## config.mk

```make
export PLATFORM = sky130hd
export DESIGN_NAME = vga_timing_gen
export DESIGN_NICKNAME = d
export VERILOG_FILES = /design/src/rtl/vga_timing_gen.sv
export SDC_FILE = /design/constraint.sdc
export NUM_CORES = 1
export LEC_CHECK = 0
export CAP_MARGIN = 10
export CORE_UTILIZATION = 40
export CTS_CLUSTER_DIAMETER = 50
export CTS_CLUSTER_SIZE = 24
export DETAILED_ROUTE_END_ITERATION = 7
export PLACE_DENSITY_LB_ADDON = 0.12
export REMOVE_ABC_BUFFERS = 1
export SLEW_MARGIN = 10
export SYNTH_ARGS = -nofsm -noshare
export SYNTH_HDL_FRONTEND = slang
export SYNTH_SLANG_ARGS = --single-unit
```

## constraint.sdc

```tcl
create_clock -name clock_50 -period 3.1 [get_ports clock_50]
set_input_delay 0.62 -clock clock_50 [delete_from_list [all_inputs] [get_ports clock_50]]
set_output_delay 0.62 -clock clock_50 [all_outputs]
set_load 0.05 [all_outputs]
```

## src/rtl/vga_timing_gen.sv

```systemverilog
// Parametrised VGA raster timing generator running on the board clock.
// A divider on clock_50 produces pix_en. Sync and blank are registered from the next-state counters so they line up with x/y.
module vga_timing_gen #(
  parameter int   CLK_DIV  = 2,
  parameter int   H_ACTIVE = 640,
  parameter int   H_FP     = 16,
  parameter int   H_SYNC   = 96,
  parameter int   H_BP     = 48,
  parameter int   V_ACTIVE = 480,
  parameter int   V_FP     = 10,
  parameter int   V_SYNC   = 2,
  parameter int   V_BP     = 33,
  parameter logic HS_POL   = 1'b0,
  parameter logic VS_POL   = 1'b0,
  parameter int   CW       = 11
) (
  input  logic          clock_50,
  input  logic          reset_n,
  input  logic          enable,
  output logic          pix_en,
  output logic          vga_hs,
  output logic          vga_vs,
  output logic          blank_n,
  output logic [CW-1:0] x,
  output logic [CW-1:0] y,
  output logic          line_start,
  output logic          frame_start
);

  localparam int H_TOTAL = H_ACTIVE + H_FP + H_SYNC + H_BP;
  localparam int V_TOTAL = V_ACTIVE + V_FP + V_SYNC + V_BP;
  localparam int DW      = (CLK_DIV > 1) ? $clog2(CLK_DIV) : 1;

  localparam logic [DW-1:0] DIV_LAST = DW'(CLK_DIV - 1);
  localparam logic [CW-1:0] H_LAST   = CW'(H_TOTAL - 1);
  localparam logic [CW-1:0] V_LAST   = CW'(V_TOTAL - 1);
  localparam logic [CW-1:0] H_ACT    = CW'(H_ACTIVE);
  localparam logic [CW-1:0] H_SS     = CW'(H_ACTIVE + H_FP);
  localparam logic [CW-1:0] H_SE     = CW'(H_ACTIVE + H_FP + H_SYNC);
  localparam logic [CW-1:0] V_ACT    = CW'(V_ACTIVE);
  localparam logic [CW-1:0] V_SS     = CW'(V_ACTIVE + V_FP);
  localparam logic [CW-1:0] V_SE     = CW'(V_ACTIVE + V_FP + V_SYNC);

  // Elaboration-time guard: the counters must hold H_TOTAL-1 and V_TOTAL-1.
  if ((H_TOTAL > (1 << CW)) || (V_TOTAL > (1 << CW))) begin : g_cw_too_narrow
    $error("vga_timing_gen: CW too narrow for H_TOTAL/V_TOTAL");
  end
  if (CLK_DIV < 1) begin : g_bad_clk_div
    $error("vga_timing_gen: CLK_DIV must be >= 1");
  end

  logic [DW-1:0] div_q, div_d;
  logic [CW-1:0] h_q, h_d;
  logic [CW-1:0] v_q, v_d;
  logic          hs_q, hs_d;
  logic          vs_q, vs_d;
  logic          blank_q, blank_d;
  logic          pix_tick;

  // Gated by reset_n so pix_en stays low while reset is held, even with CLK_DIV=1.
  assign pix_tick = reset_n && enable && (div_q == DIV_LAST);

  always_comb begin
    div_d   = '0;
    h_d     = '0;
    v_d     = '0;
    hs_d    = ~HS_POL;
    vs_d    = ~VS_POL;
    blank_d = 1'b0;
    if (enable) begin
      div_d = (div_q == DIV_LAST) ? '0 : div_q + DW'(1);
      h_d   = h_q;
      v_d   = v_q;
      if (pix_tick) begin
        if (h_q == H_LAST) begin
          h_d = '0;
          v_d = (v_q == V_LAST) ? '0 : v_q + CW'(1);
        end else begin
          h_d = h_q + CW'(1);
        end
      end
      hs_d    = ((h_d >= H_SS) && (h_d < H_SE)) ? HS_POL : ~HS_POL;
      vs_d    = ((v_d >= V_SS) && (v_d < V_SE)) ? VS_POL : ~VS_POL;
      blank_d = (h_d < H_ACT) && (v_d < V_ACT);
    end
  end

  always_ff @(posedge clock_50 or negedge reset_n) begin
    if (!reset_n) begin
      div_q   <= '0;
      h_q     <= '0;
      v_q     <= '0;
      hs_q    <= ~HS_POL;
      vs_q    <= ~VS_POL;
      blank_q <= 1'b0;
    end else begin
      div_q   <= div_d;
      h_q     <= h_d;
      v_q     <= v_d;
      hs_q    <= hs_d;
      vs_q    <= vs_d;
      blank_q <= blank_d;
    end
  end

  assign pix_en      = pix_tick;
  assign line_start  = pix_tick && (h_q == '0);
  assign frame_start = pix_tick && (h_q == '0) && (v_q == '0);
  assign vga_hs      = hs_q;
  assign vga_vs      = vs_q;
  assign blank_n     = blank_q;
  assign x           = h_q;
  assign y           = v_q;

endmodule

```

* Word level (Yosys, flattened, before mapping)
Index checks and enable logic that the tools add are counted.
W data, S select, Z words.
** Storage, ports and cells
- Bits in registers :: 26
- Input bits :: 3
- Output and inout bits :: 28
- Logic and storage cells :: 42
** Cells by class
- $add $sub $neg :: 3
- Magnitude comparators :: 6
- Equal/unequal tests :: 2
- Multiplexer cells :: 16
- Reduce and logical (&&, ||, !) cells :: 9
** Operators by type and width (count)
- $mux W11 :: 9
- $add A11 B1 Y11 const B :: 2
- $eq A11 B10 Y1 const B :: 2
- $logic_not A11 Y1 :: 2
- $lt A11 B10 Y1 const B :: 2
- $lt A11 B9 Y1 const B :: 2
- $ge A11 B10 Y1 const B :: 1
- $ge A11 B9 Y1 const B :: 1
- $logic_and A1 B1 Y1 :: 7
- $mux W1 :: 7
- $add A1 B1 Y1 const B :: 1

* Longest topological paths before layout
- Depth in word-level cells :: 9
- Depth in mapped cells :: 9
- Mapped depth without buffers :: 8

* Worst setup path after synthesis
OpenSTA, ideal clock, no wires.
- Path kind :: reg-to-output
- From :: register h_q[6] (netlist: x[6])
- To :: output port frame_start
- Arrival time :: 3.188 ns
- Required time :: 2.480 ns
- Setup slack :: -0.708 ns
- Cell stages (with the launch flop) :: 6
- Path buffers :: 2
- Cells stage by stage :: dfrtp_1 > buf_6 > or4_4 > buf_6 > nor3_1 > and4b_1
** On the way
- Cells in the longest elaborated chain, start to end :: 3
** RTL lines
- from (decl) :: RTL line 53 : logic [CW-1:0] h_q, h_d;
- from (signal assigned) :: RTL line 91 : h_q <= '0;
- from (signal assigned) :: RTL line 98 : h_q <= h_d;
- $logic_not A11 Y1
- $logic_and A1 B1 Y1
- via line_start :: RTL line 26 : output logic line_start,
- $logic_and A1 B1 Y1 :: RTL line 108 : assign frame_start = pix_tick && (h_q == '0) && (v_q == '0);
- to (decl) :: RTL line 27 : output logic frame_start
The timed path passes the listed nets, and every way through them passes these cells.

* Worst setup path after layout
- From :: input port enable
- To :: output port frame_start
** On the way
- Cells in the longest elaborated chain, start to end :: 4
** RTL lines
- from (decl) :: RTL line 19 : input logic enable,
- $logic_and A1 B1 Y1 (2 in series) :: RTL line 61 : assign pix_tick = reset_n && enable && (div_q == DIV_LAST);
- $logic_and A1 B1 Y1 (2 in series) :: RTL line 108
No other way between the ends.

==> summary.md <==
The run finished with clean final reports. Summed over all cells, the static leakage comes to 0.869 nW. The die covers 4600 µm².

The logs give 0.419 for the clock power share and 240 for the number of nets at the end of the flow. Hold is met by 0.496 ns. After legalization and detailed placement, the total HPWL measured 3.10 mm. The fraction of the core area covered by cells at the end of the flow is 0.536.

The maximum fanout along the worst path was 8; the maximum count of clock buffers along a single path was 2. Hold repair after CTS inserted 0 buffers. The fraction of registers with async set/reset came out at 1.00. The share of layout cells above drive strength 1 was 0.0862. Entering global routing, the biggest net connects 29 pins. The final count of pins violating max slew is 0, and the number of sinks on the clock net is 26.

The final number of setup-violating endpoints was 0; the post-synthesis to final-layout area growth was 26.5%. The path type of the worst min-delay path is register to register. Yosys mapped a number of flops with a built-in enable equal to 0.

The clock period could shrink to 2.85 ns. The tools report the area of the placeable core as 4090 µm². The critical path is of the input port to output pin type. Via count: 1599. After detailed routing, the number of remaining DRC violations is 0.

The synthesized-area fraction occupied by xor and xnor cells came out at 0.0961. Number of routed nets with antenna violations: 0. The complex-gate fraction of the synthesized area came out at 0.0961.

Data on the critical path is required at its endpoint by 2.48 ns. STA classifies the critical path endpoint as an output pin. Sorting the synthesized cells by area gives the leading types as dfrtp_1 35%, nand2_1 6.5%, xnor2_1 6.1%. The sequential share of power is 0.507.

The post-detailed-route wirelength per cell works out to 15.4 µm. In this run the worst setup path begins at enable. For the number of distinct library cells after synthesis, the log shows 43. For the pin with the worst max-slew slack, the measured transition is 0.500 ns. The multiplexer area fraction after synthesis is 0. The share of Yosys cell area claimed by the top area cell type came out at 0.347.

Summed over all layers, the routed wires come to 4.33 mm. The via count of the first global-routing pass was 1483; the initial antenna violation count was 0. Warning count from the yosys run: 0. Width of the die: 67.8 µm. Setup repair after global routing left no endpoint under its margin. For the final database, setup skew stands at 0.00549 ns. The switching power as a share of total power came out at 0.218. For this design the top-level I/O count stands at 31.

Wire length of the first global-routing pass: 7.16 mm. Most common cell after layout, fill and taps aside: nand2_1. Worst min-delay path startpoint: div_q$_DFF_PN0_. After synthesis, the largest family of logic cells by area is simple AND/OR/NAND/NOR gates. The first-pass detailed-route iteration total came out at 4.

After synthesis the cells add up to 1730 µm². The tool flagged a number of max-cap violations equal to 0. Combinational fraction of design power: 0.074. The period utilization works out to 0.920. The logs give 0.879 for the placer's final routability congestion estimate and 0.149 mW for the switching power. The sequential fraction of the synthesis area was 0.377; the count of state elements after synthesis was 26.

After clock tree synthesis, the clock-pin slew on the worst setup and hold paths is 0.09 ns. The tools report the critical path startpoint category as an input port. In this run the critical register-to-register path is launched from y[7]$_DFF_PN0_. The headroom to the max-slew limit is 0.666, and the number of cells upsized or downsized after cts is 0. After floorplanning, the core was divided into 23 placement rows. The die span in y was 67.8 µm.

The port buffer count was 30; the mean instance size in the synthesized netlist was 8.57 µm². The tools report the cell chosen for the clock root as clkbuf_8. The internal portion of total power came out at 0.532 mW. The peak clock frequency supported by timing is 0.351 GHz, and the post-synthesis simple-gate area fraction is 0.353.

For the total routing resource utilization after global routing, the log shows 0.209. TritonCTS built the clock tree. The worst-case IR drop observed on VDD is 289 µV. The data arrival time of the critical path was 2.23 ns.

The starting density of the core came out at 0.424. The logs give 202 for the gate count after technology mapping and 0.28 ns for the insertion delay to the later sink of the worst-skew pair. The deepest level of the CTS H-tree was 1; the power density of the placed cells was 311 nW/µm². The library cells used most frequently in the layout, excluding fill and tap cells, are 30 x nand2_1, 27 x clkdlybuf4s50_1, 24 x dfrtp_1. The logs give 81 for the DRC marker count from the first detailed-route iteration and 0 for the number of antenna diodes. The adder-cell share of the synthesized area is 0.0289, and the filler cell count in the final layout is 393.

The number of buffers created by CTS was 3. In the routed layout, each cell is associated on average with a via count of 5.67. For this run, the leading register cell type out of synthesis is dfrtp_1. The tools report the hold violation total from the final report as 0.

The largest total area in the synthesized netlist belongs to dfrtp_1. The remaining global-route overflow was 0. After clock tree synthesis, the setup repair step added 0 buffers.
## kinds of logic after synthesis
kind of cell | count (synthesis)
flops | 26
buf+inv | 18
compound gates | 25
fa+ha+maj | 4
simple gates | 110
xor+xnor | 19
## area by class of cell
cell class                 count  area (µm²)  area share
multi-input combinational    158         995       0.454
sequential                    26         653       0.298
timing repair buffer          37         383       0.175
tap                           50        62.6      0.0286
clock buffer                   3        41.3      0.0188
clock inverter                 1        30.0      0.0137
inverter                       7        26.3      0.0120
## path summary, 6_finish.rpt
kind                                    endpoint  cells past startpoint  slack [ns]
worst max-delay path                 frame_start                      5        0.25
worst min-delay path             div_q$_DFF_PN0_                      1        0.50
worst max register to register  vga_vs$_DFF_PN1_                      6        0.66
worst min register to register   div_q$_DFF_PN0_                      1        0.50
max in group asynchronous       vga_vs$_DFF_PN1_                      2        1.99
min in group asynchronous         y[9]$_DFF_PN0_                      2        0.79
## power by group through the flow
stage / Combinational [mW] / Clock [mW] / Sequential (mW)
3_5_place_dp: 0.0511 / 0 / 0.351
4_1_cts: 0.0512 / 0.299 / 0.345
6_report: 0.0503 / 0.285 / 0.345
2_1_floorplan: 0.0157 / 0 / 0.357
3_3_place_gp: 0.0499 / 0 / 0.351
5_1_grt: 0.0540 / 0.310 / 0.345
## state kept, by name, indices dropped and copies added (netlist names)
signal,cells
div_q,1
blank_n,1
y,11
vga_hs,1
vga_vs,1
x,11
## cell usage after synthesis, types with 2 or more instances
library cell / instances
nor3b_1: 2
nand4b_1: 3
nor2_1: 23
nand2_1: 30
a31oi_1: 4
buf_6: 2
nand3_1: 8
a21boi_0: 3
ha_1: 4
nor3_1: 4
nand4_1: 10
and3_1: 2
or3b_1: 2
clkbuf_1: 8
and4_1: 2
xnor2_1: 12
dfstp_2: 2
nand3b_1: 2
nor2b_1: 6
a21oi_1: 5
nor4_1: 2
dfrtp_1: 24
inv_1: 7
xor2_1: 7
a211oi_1: 2
o21ai_0: 4
and2_1: 4
or4_1: 3
## critical path, stage by stage
cell and delay, ns:
clkdlybuf4s50_1 0.52, nand3_1 0.31, nor3_1 0.34, and4b_1 0.29, buf_12 0.15
## metrics by stage
| stage | TNS [ns] | worst slack [ns] | std cells | power (mW) | area (µm²) |
|---|---|---|---|---|---|
| after floorplan | -0.621 | -0.621 | 191 | 0.373 | 1670 |
| after global placement | 0 | 0.285 | 278 | 0.401 | 2120 |
| after detailed placement | 0 | 0.249 | 278 | 0.403 | 2120 |
| after CTS | 0 | 0.248 | 282 | 0.695 | 2190 |
| after global routing | 0 | 0.144 | 282 | 0.710 | 2190 |
| final | 0 | 0.248 | 282 | 0.681 | 2190 |
## per-layer routing
layer | track usage | share of wire | vias up
met3 | 0.0439 | 0.056 | 6
li1 | - | - | 771
met2 | 0.318 | 0.45 | 46
met4 | 0.0443 | 0.0083 | 0
met5 | 0 | 0 | -
met1 | 0.304 | 0.48 | 776
(Power assumes the default switching activity.)
